`config.mk`:
```
export PLATFORM = sky130hd
export DESIGN_NAME = stream_buffer_control
export DESIGN_NICKNAME = d
export VERILOG_FILES = /design/src/rtl/stream_buffer_control.sv
export SDC_FILE = /design/constraint.sdc
export NUM_CORES = 1
export LEC_CHECK = 0
export ABC_AREA = 1
export CAP_MARGIN = 20
export CORE_AREA = 2 2 77 79
export DETAILED_ROUTE_END_ITERATION = 12
export DIE_AREA = 0 0 79 81
export MAX_ROUTING_LAYER = met4
export PLACE_DENSITY = 0.86
export SYNTH_ARGS = -nofsm -noshare
export SYNTH_HDL_FRONTEND = slang
export SYNTH_SLANG_ARGS = --single-unit
```
`constraint.sdc`:
```
create_clock -name clk -period 2.26 [get_ports clk]
set_input_delay 0.678 -clock clk [delete_from_list [all_inputs] [get_ports clk]]
set_output_delay 0.678 -clock clk [all_outputs]
set_load 0.005 [all_outputs]
```
`src/rtl/stream_buffer_control.sv`:
```
// Sequencing controller for the single-entry L2-to-pmem stream write buffer.
// Owns the buffer valid bit and line tag and drives the L2 response and pmem handshake.
`timescale 1ns/1ps
module stream_buffer_control #(
  parameter int OFFSET_BITS       = 5,
  parameter int DRAIN_IDLE_CYCLES = 4
) (
  input  logic        clk,
  input  logic        rst_n,
  input  logic [31:0] address,
  input  logic        read,
  input  logic        write,
  output logic        resp,
  output logic [31:0] pmem_address,
  output logic        pmem_read,
  output logic        pmem_write,
  input  logic        pmem_resp,
  output logic        buf_load,
  output logic        rdata_sel,
  output logic        buf_valid
);

  typedef enum logic [1:0] {S_IDLE, S_DRAIN, S_FETCH} state_e;

  localparam int CNT_W = (DRAIN_IDLE_CYCLES > 0) ? $clog2(DRAIN_IDLE_CYCLES + 1) : 1;
  localparam logic [CNT_W-1:0] CNT_MAX  = CNT_W'(DRAIN_IDLE_CYCLES);
  localparam logic [CNT_W-1:0] CNT_FIRE = CNT_W'((DRAIN_IDLE_CYCLES > 0) ? DRAIN_IDLE_CYCLES - 1 : 0);
  localparam logic [31:0] LINE_MASK = ~((32'd1 << OFFSET_BITS) - 32'd1);

  function automatic logic [31:0] line_of(input logic [31:0] a);
    return a & LINE_MASK;
  endfunction

  state_e           state_q, state_d;
  logic             valid_q, valid_d;
  logic [31:0]      tag_q, tag_d;
  logic [CNT_W-1:0] idle_cnt_q, idle_cnt_d;

  logic [31:0] req_line;
  logic        hit;

  assign req_line  = line_of(address);
  assign hit       = valid_q && (tag_q == req_line);
  assign buf_valid = valid_q;

  always_ff @(posedge clk or negedge rst_n) begin
    if (!rst_n) begin
      state_q    <= S_IDLE;
      valid_q    <= 1'b0;
      tag_q      <= '0;
      idle_cnt_q <= '0;
    end else begin
      state_q    <= state_d;
      valid_q    <= valid_d;
      tag_q      <= tag_d;
      idle_cnt_q <= idle_cnt_d;
    end
  end

  always_comb begin
    state_d      = state_q;
    valid_d      = valid_q;
    tag_d        = tag_q;
    idle_cnt_d   = idle_cnt_q;
    resp         = 1'b0;
    pmem_address = '0;
    pmem_read    = 1'b0;
    pmem_write   = 1'b0;
    buf_load     = 1'b0;
    rdata_sel    = 1'b0;

    unique case (state_q)
      S_IDLE: begin
        // Read takes priority so an illegal read+write never corrupts the buffer.
        if (read) begin
          idle_cnt_d = '0;
          if (hit) begin
            resp      = 1'b1;
            rdata_sel = 1'b1;
          end else begin
            state_d = S_FETCH;
          end
        end else if (write) begin
          idle_cnt_d = '0;
          if (!valid_q || hit) begin
            resp     = 1'b1;
            buf_load = 1'b1;
            tag_d    = req_line;
            valid_d  = 1'b1;
          end else begin
            state_d = S_DRAIN;
          end
        end else if (valid_q) begin
          if (idle_cnt_q != CNT_MAX) begin
            idle_cnt_d = idle_cnt_q + 1'b1;
          end
          if ((DRAIN_IDLE_CYCLES != 0) && (idle_cnt_q == CNT_FIRE)) begin
            state_d = S_DRAIN;
          end
        end else begin
          idle_cnt_d = '0;
        end
      end

      S_DRAIN: begin
        pmem_write   = 1'b1;
        pmem_address = tag_q;
        if (pmem_resp) begin
          valid_d    = 1'b0;
          idle_cnt_d = '0;
          state_d    = S_IDLE;
        end
      end

      S_FETCH: begin
        pmem_read    = 1'b1;
        pmem_address = req_line;
        if (pmem_resp) begin
          resp    = 1'b1;
          state_d = S_IDLE;
        end
      end

      default: begin
        state_d = S_IDLE;
      end
    endcase
  end

endmodule

```
Yosys cells after proc, flatten, opt, wreduce, memory -nomap -nowiden

Cells that the tools add are included.

Add/subtract/negate cells: 1
Multipliers: 0
Divide/modulo/power cells: 0
Magnitude comparators: 0
Eq/ne operators: 15
Shifts and indexed selects: 0
Mux-type cells: 32
Bitwise operators: 1
Reduce and logical (&&, ||, !) cells: 10

Operators with widths:

| operator            | number |
|---|---|
| $pmux 32 s2         | 1 |
| $eq 27x27->1        | 1 |
| $mux 1              | 15 |
| $mux 3              | 5 |
| $mux 2              | 7 |
| $ne 4x4->1 const B  | 3 |
| $reduce_and 5->1    | 2 |
| $ne 2x2->1 const B  | 4 |
| $ne 3x3->1 const B  | 2 |
| $pmux 3 s2          | 1 |
| $ne 5x5->1 const B  | 1 |
| $pmux 1 s2          | 2 |
| $pmux 2 s2          | 1 |
| $reduce_and 4->1    | 1 |
| $add 3x1->3 const B | 1 |
| $eq 3x2->1 const B  | 1 |
| $reduce_and 3->1    | 1 |
| $eq 2x1->1 const B  | 1 |
| $eq 2x2->1 const B  | 1 |
| $logic_not 2->1     | 1 |
| $ne 2x1->1 const B  | 1 |
| $reduce_bool 2->1   | 1 |
| $reduce_or 2->1     | 1 |
| $logic_and 1x1->1   | 1 |
| 3 further kinds     | 3 |

Register bits after elaboration: 33
Bits in latches: 0
Bits in writable memories: 0
ROM bits: 0
Input bits: 37
Memories: 0

Depth between registers and ports, before layout

Gate-level depths: netlist of the first run.

Depth in word-level cells: 7
Gate-level depth with buffers: 14

Worst setup path after synthesis of the first run

No wires, ideal clock.

Path kind: input -> output
From: input address[24]
To: output resp
Arrival time: 1.640 ns
Slack: -0.058 ns
Stages on the path: 11
Path buffers: 2
Path through: xnor2_1 > nand2_1 > nor2_1 > nand2_1 > nor2_1 > nand2_1 > nand2_1 > nand2_2 > buf_6 > buf_6 > nand3_1

Cells in the longest elaborated chain, start to end: 7
Elaborated cells between the ends (all ways): 8

Ends and longest elaborated chain:

| item                  | line | RTL |
|---|---|---|
| from (decl)           | 10   | `input logic [31:0] address,` |
| $eq 27x27->1 (*)      | 43   | `assign hit = valid_q && (tag_q == req_line);` |
| $logic_and 1x1->1 (*) | 43   |  |
| $logic_or 1x1->1      | 85   | `if (!valid_q \|\| hit) begin` |
| $mux 1                | 85   |  |
| $mux 1                | 83   | `end else if (write) begin` |
| $mux 1 (*)            | 75   | `if (read) begin` |
| $pmux 1 s2 (*)        | 72   | `unique case (state_q)` |
| to (decl)             | 13   | `output logic resp,` |

Mark *: on every way between the ends. The rest lies on a longest branch, timed or not.

Worst setup path in the final report of the first run

From: input address[28]
To: output buf_load

Cells in the longest elaborated chain, start to end: 7

Ends and longest elaborated chain:

| item              | line | RTL |
|---|---|---|
| $eq 27x27->1      | 43   |  |
| $logic_and 1x1->1 | 43   |  |
| $logic_or 1x1->1  | 85   |  |
| $mux 1            | 85   |  |
| $mux 1            | 83   |  |
| $mux 1            | 75   |  |
| $mux 1            | 72   |  |
| to (decl)         | 18   | `output logic buf_load,` |

No other way between the ends.

==> metrics.md, run 1 <==
| Metric | Value |
|---|---|
| Initial Util | `40.3%` |
| Average wire per standard cell | `16.8 um` |
| WS Path Type | `in -> out` |
| RSZ-0062 raised after global routing | `true` |
| Htree depth | `2` |
| Routability congestion estimate from global placement | `about 0.85` |
| Max clock buf depth | `2` |
| Share of layout cells above drive strength 1 | `between 40% and 50%` |
| Clk_skew | `a little under 0.02 ns` |
| WP data required | `between 1.5 and 2 ns` |
| Total chip power | `4.66 mW` |
| Outcome | `complete, but fails checks` |
| CTS sink cnt | `33` |
| Antenna-violating nets left | `0` |
| CP Launch Type | `input pin` |
| Data arrival, critical path | `between 2 and 2.5 ns` |
| Hold Buf Count CTS | `0` |
| Final setup viols | `13` |
| Commonest non-fill, non-tap cells in the layout | `nand2_1 (152), buf_4 (93), dfrtp_1 (33), buf_2 (33), buf_6 (20)` |
| CTS tree | `built` |
| Failing checks | `setup timing` |
| Type of the most critical hold path | `reg -> reg` |
| Max stage delay cell, worst path | `nor2_2` |
| Synthesized flop and latch total | `33` |
| Clock slew at reported path FFs | `0.09 ns` |
| Vias/cell | `about 5.4` |
| Row count | `28` |
| Residual DRC | `0` |
| Synthesis warning total | `0` |
| Boundary Pins | `75` |
| Cell count after synthesis | `around 350` |
| Commonest non-fill, non-tap cell in the layout | `nand2_1` |
| Total routed wirelength | `around 10000 um` |
| Core area | `0.00568 sq mm` |
| Slowest stage delay, CP | `approximately 0.22 ns` |
| Syn_area_per_cell | `around 6.5 sq um` |
| Post-synthesis sequential area ratio | `a little over a third` |
| Final hold violation count | `0` |
| Buffers on Ports | `64` |
| Tot GR Track Use | `between 30% and 40%` |
| Via Count | `3191` |
| Root buf cell | `clkbuf_8` |
| Latest clock arrival within the worst-skew pair | `~0.30 ns` |
| Max-cap check violation count | `0` |
| Detailed Routing Iterations Pass 1 | `5` |
| Area Growth Syn to Fin | `80.2%` |
| Crit path max fanout | `2` |
| Critical path cell sequence | `buf_6, xnor2_2, nand2_1, nor2_1, nand2_1, nor2_2, nand2_2, nand2_2, nand2_4, buf_4, inv_2, buf_6` |
| DP HPWL | `around 5000 um` |
| Min cycle time layout | `2.72 ns` |
| Pleak | `between 2 and 2.5 nW` |
| Max Clk Rate | `between 300 and 400 MHz` |
| Netlist cell types | `21` |
| Initial antenna violation count | `0` |
| Setup TNS | `-1.34 ns` |
| Grt total ovfl | `0` |
| Die H | `approximately 81 um` |
| Layout Nets | `between 500 and 600` |
| Cell Pwr Density | `~1100 mW/mm^2` |
| Final Slew Violations | `0` |
| Inserted Clock Buffers | `5` |
| Die area | `0.00640 sq mm` |
| Util after Layout | `slightly above 70%` |
| Min setup slack post-route | `-0.461 ns` |
| Crit path capture type | `output port` |
| Ant. Diodes | `0` |
| Vias in the first global route | `3095` |
| Synthesized area | `0.00229 sq mm` |
| VDD IR max | `0.641 mV` |
| Final cycle utilization of the critical path | `120%` |
| Largest net degree at the start of global routing | `34` |
| Global-route wire length before repair | `between 10000 and 15000 um` |
| Die width | `approximately 79 um` |
| 1st-iter DRT viols | `292` |
-- worst max-delay path, delay by kind of cell --
| family | cells | cell delay [ns] |
|---|---|---|
| xor gates and xnor gates | 1 | 0.14 |
| and+or+nand+nor | 7 | 0.81 |
| buffers and inverters | 4 | 0.41 |
-- layer usage --
metal	share of wire, %	wire length (um)	GRT usage, %
met5	0	0	-
met4	5.7	573	13.1
met3	8.4	837	6.00
met2	51	5040	52.5
met1	35	3530	33.5
-- state kept, by name (all words and copies together), names as in the netlist --
register	flops
state_q	2
buf_valid	1
idle_cnt_q	3
tag_q	27
-- Yosys cell counts --
| master | n | share of area [%] |
|---|---|---|
| a21oi_1 | 29 | 6.3 |
| buf_1 | 4 | 0.66 |
| buf_2 | 3 | 0.66 |
| buf_4 | 6 | 2.0 |
| buf_6 | 2 | 0.99 |
| clkbuf_1 | 4 | 0.66 |
| conb_1 | 1 | 0.16 |
| dfrtp_1 | 33 | 36 |
| ha_1 | 6 | 3.3 |
| inv_1 | 29 | 4.8 |
| inv_2 | 1 | 0.16 |
| nand2_1 | 171 | 28 |
| nand2_2 | 1 | 0.27 |
| nand3_1 | 7 | 1.5 |
| nand4_1 | 4 | 1.1 |
| nor2_1 | 16 | 2.6 |
| nor2_2 | 1 | 0.27 |
| nor3_1 | 2 | 0.44 |
| o21ai_0 | 12 | 2.6 |
| xnor2_1 | 18 | 6.9 |
| xor2_1 | 1 | 0.38 |
-- kinds of logic (layout without fill, tap and decap cells) --
family          after synthesis  after routing  synth area share [%]
compound gates               41             41                  8.98
xor+xnor                     19             19                  7.28
fa+ha+maj                     6              6                  3.28
buf+inv                      49            212                  9.85
flops                        33             33                  36.1
other cells                   1              5                 0.164
simple gates                202            202                  34.3
-- path summary, 6_finish.rpt --
check,endpoint,startpoint,cells past startpoint,slack (ns)
worst max register to register,state_q[1]$_DFFE_PN0P_,tag_q[15]$_DFFE_PN0P_,16,0
worst min register to register,tag_q[18]$_DFFE_PN0P_,tag_q[18]$_DFFE_PN0P_,2,0.55
min in group asynchronous,tag_q[10]$_DFFE_PN0P_,rst_n,2,0.79
worst max-delay path,buf_load,address[28],12,-0.46
worst min-delay path,tag_q[18]$_DFFE_PN0P_,tag_q[18]$_DFFE_PN0P_,2,0.55
max in group asynchronous,tag_q[6]$_DFFE_PN0P_,rst_n,2,1.13
-- stage by stage --
step           instances  worst slack (ns)  hold slack, ns  instance area, sq um
6_report             593            -0.461           0.548                  4120
5_1_grt              593            -0.502           0.593                  4120
4_1_cts              590            -0.304           0.545                  3980
3_5_place_dp         527             -1.07           0.507                  3410
3_3_place_gp         527             -1.01           0.490                  3410
2_1_floorplan        355           -0.0322           0.382                  2390
-- power breakdown --
| group | internal (mW) | total (mW) | switching [mW] |
|---|---|---|---|
| registers | 0.845 | 1.12 | 0.272 |
| logic | 1.53 | 3.09 | 1.56 |
| clock network | 0.214 | 0.457 | 0.243 |
| total | 2.59 | 4.66 | 2.07 |
-- area by class of cell --
class | count | area (sq um)
Clock buffer | 6 | 72.6
Timing Repair Buffer | 174 | 1410
Multi-Input combinational cell | 273 | 1580
Fill cell | 380 | 1560
Tap cell | 75 | 93.8
Clock inverter | 2 | 10.0
Sequential cell | 33 | 826
Inverter | 30 | 120
-- repair_timing --
action / 4_1_cts / 5_1_grt
pin swaps: 41 / 34
endpoints found under the hold margin: 0 / 0
setup endpoints to repair: 61 / 47
cloned: 2 / 0
resized for setup: 260 / 77
buffers inserted: 67 / 4
(Power assumes the default switching activity.)
==> run 2: changes to the inputs <==
--- a/config.mk
+++ b/config.mk
@@ -11,7 +11,8 @@
 export DETAILED_ROUTE_END_ITERATION = 12
 export DIE_AREA = 0 0 79 81
 export MAX_ROUTING_LAYER = met4
-export PLACE_DENSITY = 0.86
+export PLACE_DENSITY = 0.8
+export SLEW_MARGIN = 20
 export SYNTH_ARGS = -nofsm -noshare
 export SYNTH_HDL_FRONTEND = slang
 export SYNTH_SLANG_ARGS = --single-unit
==> run 2 against run 1 <==
The run still ends with setup timing left. Highest routed layer unchanged. Via count shrank 3.9%. Global-route usage shrank 2.0 points. Count of clock-buffer cells in the layout grew 2. Clock skew shrank 0.010 ns. Combinational power hardly changed. Flip-flop and latch count unchanged. Setup slack improved by 0.066 ns. Sequential power hardly changed.
==> metrics.md, run 2 (same netlist as run 1, synthesis figures left out) <==
| Metric | Value |
|---|---|
| Slowest stage delay, CP | `0.13 ns (-0.09 ns)` |
| Util after Layout | `71.4% (-1.1 points)` |
| Area after DPL | `0.00345 sq mm (+0.95%)` |
| Worst path bufs/invs | `4 (unchanged)` |
| Via Count | `3065 (-3.9%)` |
| Clk_skew | `0.00941 ns (-0.0100 ns)` |
| Cell area after layout | `0.00405 sq mm (-1.6%)` |
| Max Clk Rate | `377 MHz (+2.5%)` |
| Layout Nets | `550 (-1.8%)` |
| CTS tree | `built` |
| Row count | `28 (unchanged)` |
| Min setup slack post-route | `-0.395 ns (+0.0660 ns)` |
| Share of layout cells above drive strength 1 | `46.3% (-2.4 points)` |
| Detailed Routing Iterations Pass 1 | `7 (+2)` |
| Average wire per standard cell | `16.4 um (-2.4%)` |
| Max-cap check violation count | `0 (unchanged)` |
| Buffers on Ports | `64 (unchanged)` |
| Boundary Pins | `75 (unchanged)` |
| Htree depth | `2 (unchanged)` |
| CP Launch Type | `input pin` |
| Die H | `81 um (unchanged)` |
| Final hold slack | `0.542 ns (-0.00617 ns)` |
| 1st-iter DRT viols | `206 (-29%)` |
| Final hold violation count | `0 (unchanged)` |
| Latest clock arrival within the worst-skew pair | `0.29 ns (about the same)` |
| Fin cells | `583 (-1.7%)` |
| Data arrival, critical path | `1.98 ns (-0.06 ns)` |
| Tot GR Track Use | `28.1% (-2.0 points)` |
| Ant. Diodes | `0 (unchanged)` |
| Max stage delay cell, worst path | `buf_4` |
| Residual DRC | `0 (unchanged)` |
| VDD IR max | `0.578 mV (-9.9%)` |
| Die area | `0.00640 sq mm (unchanged)` |
| Largest Register | `tag_q` |
| Global-route wire length before repair | `13600 um (-6.2%)` |
| Initial Util | `40.3% (unchanged)` |
| Final setup viols | `6 (-7)` |
| Crit path capture type | `output port` |
| Final cycle utilization of the critical path | `117% (-2.9 points)` |
| Placed Cells | `528 (+0.19%)` |
| Initial antenna violation count | `0 (unchanged)` |
| Inserted Clock Buffers | `5 (unchanged)` |
| Type of the most critical hold path | `reg -> reg` |
| Outcome | `complete, but fails checks` |
| Routability congestion estimate from global placement | `0.795 (-6.6%)` |
| CP most frequent cell | `nand2_2` |
| Commonest non-fill, non-tap cells in the layout | `nand2_1 (156), buf_4 (80), dfrtp_1 (33), buf_2 (33), buf_6 (24)` |
| Final Slew Violations | `0 (unchanged)` |
| Cell Pwr Density | `1150 mW/mm^2 (+1.3%)` |
| DP HPWL | `4650 um (-6.6%)` |
| WP data required | `1.58 ns (about the same)` |
| Antenna-violating nets left | `0 (unchanged)` |
| Crit path max fanout | `3 (+1)` |
| Vias in the first global route | `2971 (-4.0%)` |
| Root buf cell | `clkbuf_8` |
| Vias/cell | `5.26 (-2.3%)` |
| CTS sink cnt | `33 (unchanged)` |
| Number of flip-flops under the largest register name | `27 (unchanged)` |
| Commonest non-fill, non-tap cell in the layout | `nand2_1` |
| Die width | `79 um (unchanged)` |
| WS Path Type | `in -> out` |
| Largest regs | `tag_q: 27 flops, idle_cnt_q: 3 flops, state_q: 2 flops` |
| Grt total ovfl | `0 (unchanged)` |
| Clock slew at reported path FFs | `0.07 ns (-0.02 ns)` |
| Area Growth Syn to Fin | `77.3%` |
| Critical path cell sequence | `buf_4, inv_2, nand2_2, nand2_1, nand2_1, nor2_2, nand2_2, nor2_4, nand2_2, nand2_2, nand2_4, buf_6, nand3_2, buf_2` |
| Min cycle time layout | `2.65 ns (-0.0660 ns)` |
| Failing checks | `setup timing` |
| RSZ-0062 raised after global routing | `true` |
| Largest net degree at the start of global routing | `34 (unchanged)` |
| Total routed wirelength | `9580 um (-4.1%)` |
| Top Family by Delay on Critical Path | `simple AND/OR/NAND/NOR gates` |
| Pleak | `2.14 nW (-1.3%)` |
| Max clock buf depth | `2 (unchanged)` |
| Core area | `0.00568 sq mm (unchanged)` |
==> run 2: metal layers <==
| metal | vias to the layer above | wire length, um | global-route usage, % |
|---|---|---|---|
| li1 | 1377 | - | - |
| met1 | 1436 | 3590 | 31.4 |
| met2 | 203 | 4750 | 48.0 |
| met3 | 49 | 747 | 5.67 |
| met4 | 0 | 488 | 14.1 |
| met5 | - | 0 | - |
==> run 2: layout make-up <==
cell class,instances,area (sq um)
inverter,30,120
multi-input combinational,273,1580
tap,75,93.8
timing repair buffer,164,1360
clock buffer,8,80.1
sequential,33,826
fill,400,1620
==> run 2: where the power goes <==
part           total, mW  switching (mW)  internal [mW]
clock network      0.444           0.225          0.219
registers           1.12           0.278          0.846
logic               3.09            1.54           1.55
total               4.65            2.04           2.61
==> run 2: worst paths after layout <==
check	end	slack (ns)	cells past startpoint	startpoint
min in group asynchronous	tag_q[15]$_DFFE_PN0P_	0.79	2	rst_n
min reg2reg	tag_q[12]$_DFFE_PN0P_	0.54	2	tag_q[12]$_DFFE_PN0P_
max	resp	-0.39	14	address[14]
max in group asynchronous	buf_valid$_DFFE_PN0P_	1.13	2	rst_n
min	tag_q[12]$_DFFE_PN0P_	0.54	2	tag_q[12]$_DFFE_PN0P_
max reg2reg	tag_q[10]$_DFFE_PN0P_	0.02	15	tag_q[14]$_DFFE_PN0P_
==> run 2: tightest hold or removal path, cell delays in order, from the launching register on <==
cell,delay (ns)
dfrtp_1,0.39
nand2_1,0.07
nand2_1,0.05
==> run 2: timing repair <==
item / 4_1_cts / 5_1_grt
buffers inserted: 53 / 7
gates resized for setup: 284 / 59
endpoints found under the setup margin: 61 / 40
hold buffers: 0 / 0
cloned: 5 / 0
pin swaps: 40 / 25
==> run 2: per-stage QoR <==
| stage | total power, mW | worst slack (ns) | TNS [ns] |
|---|---|---|---|
| 3_5_place_dp | 3.38 | -1.05 | -22.59 |
| 2_1_floorplan | 2.21 | -0.0322 | -0.0322 |
| 4_1_cts | 4.34 | -0.239 | -0.525 |
| 5_1_grt | 4.91 | -0.420 | -1.50 |
| 6_report | 4.65 | -0.395 | -1.07 |
| 3_3_place_gp | 3.31 | -1.03 | -21.38 |
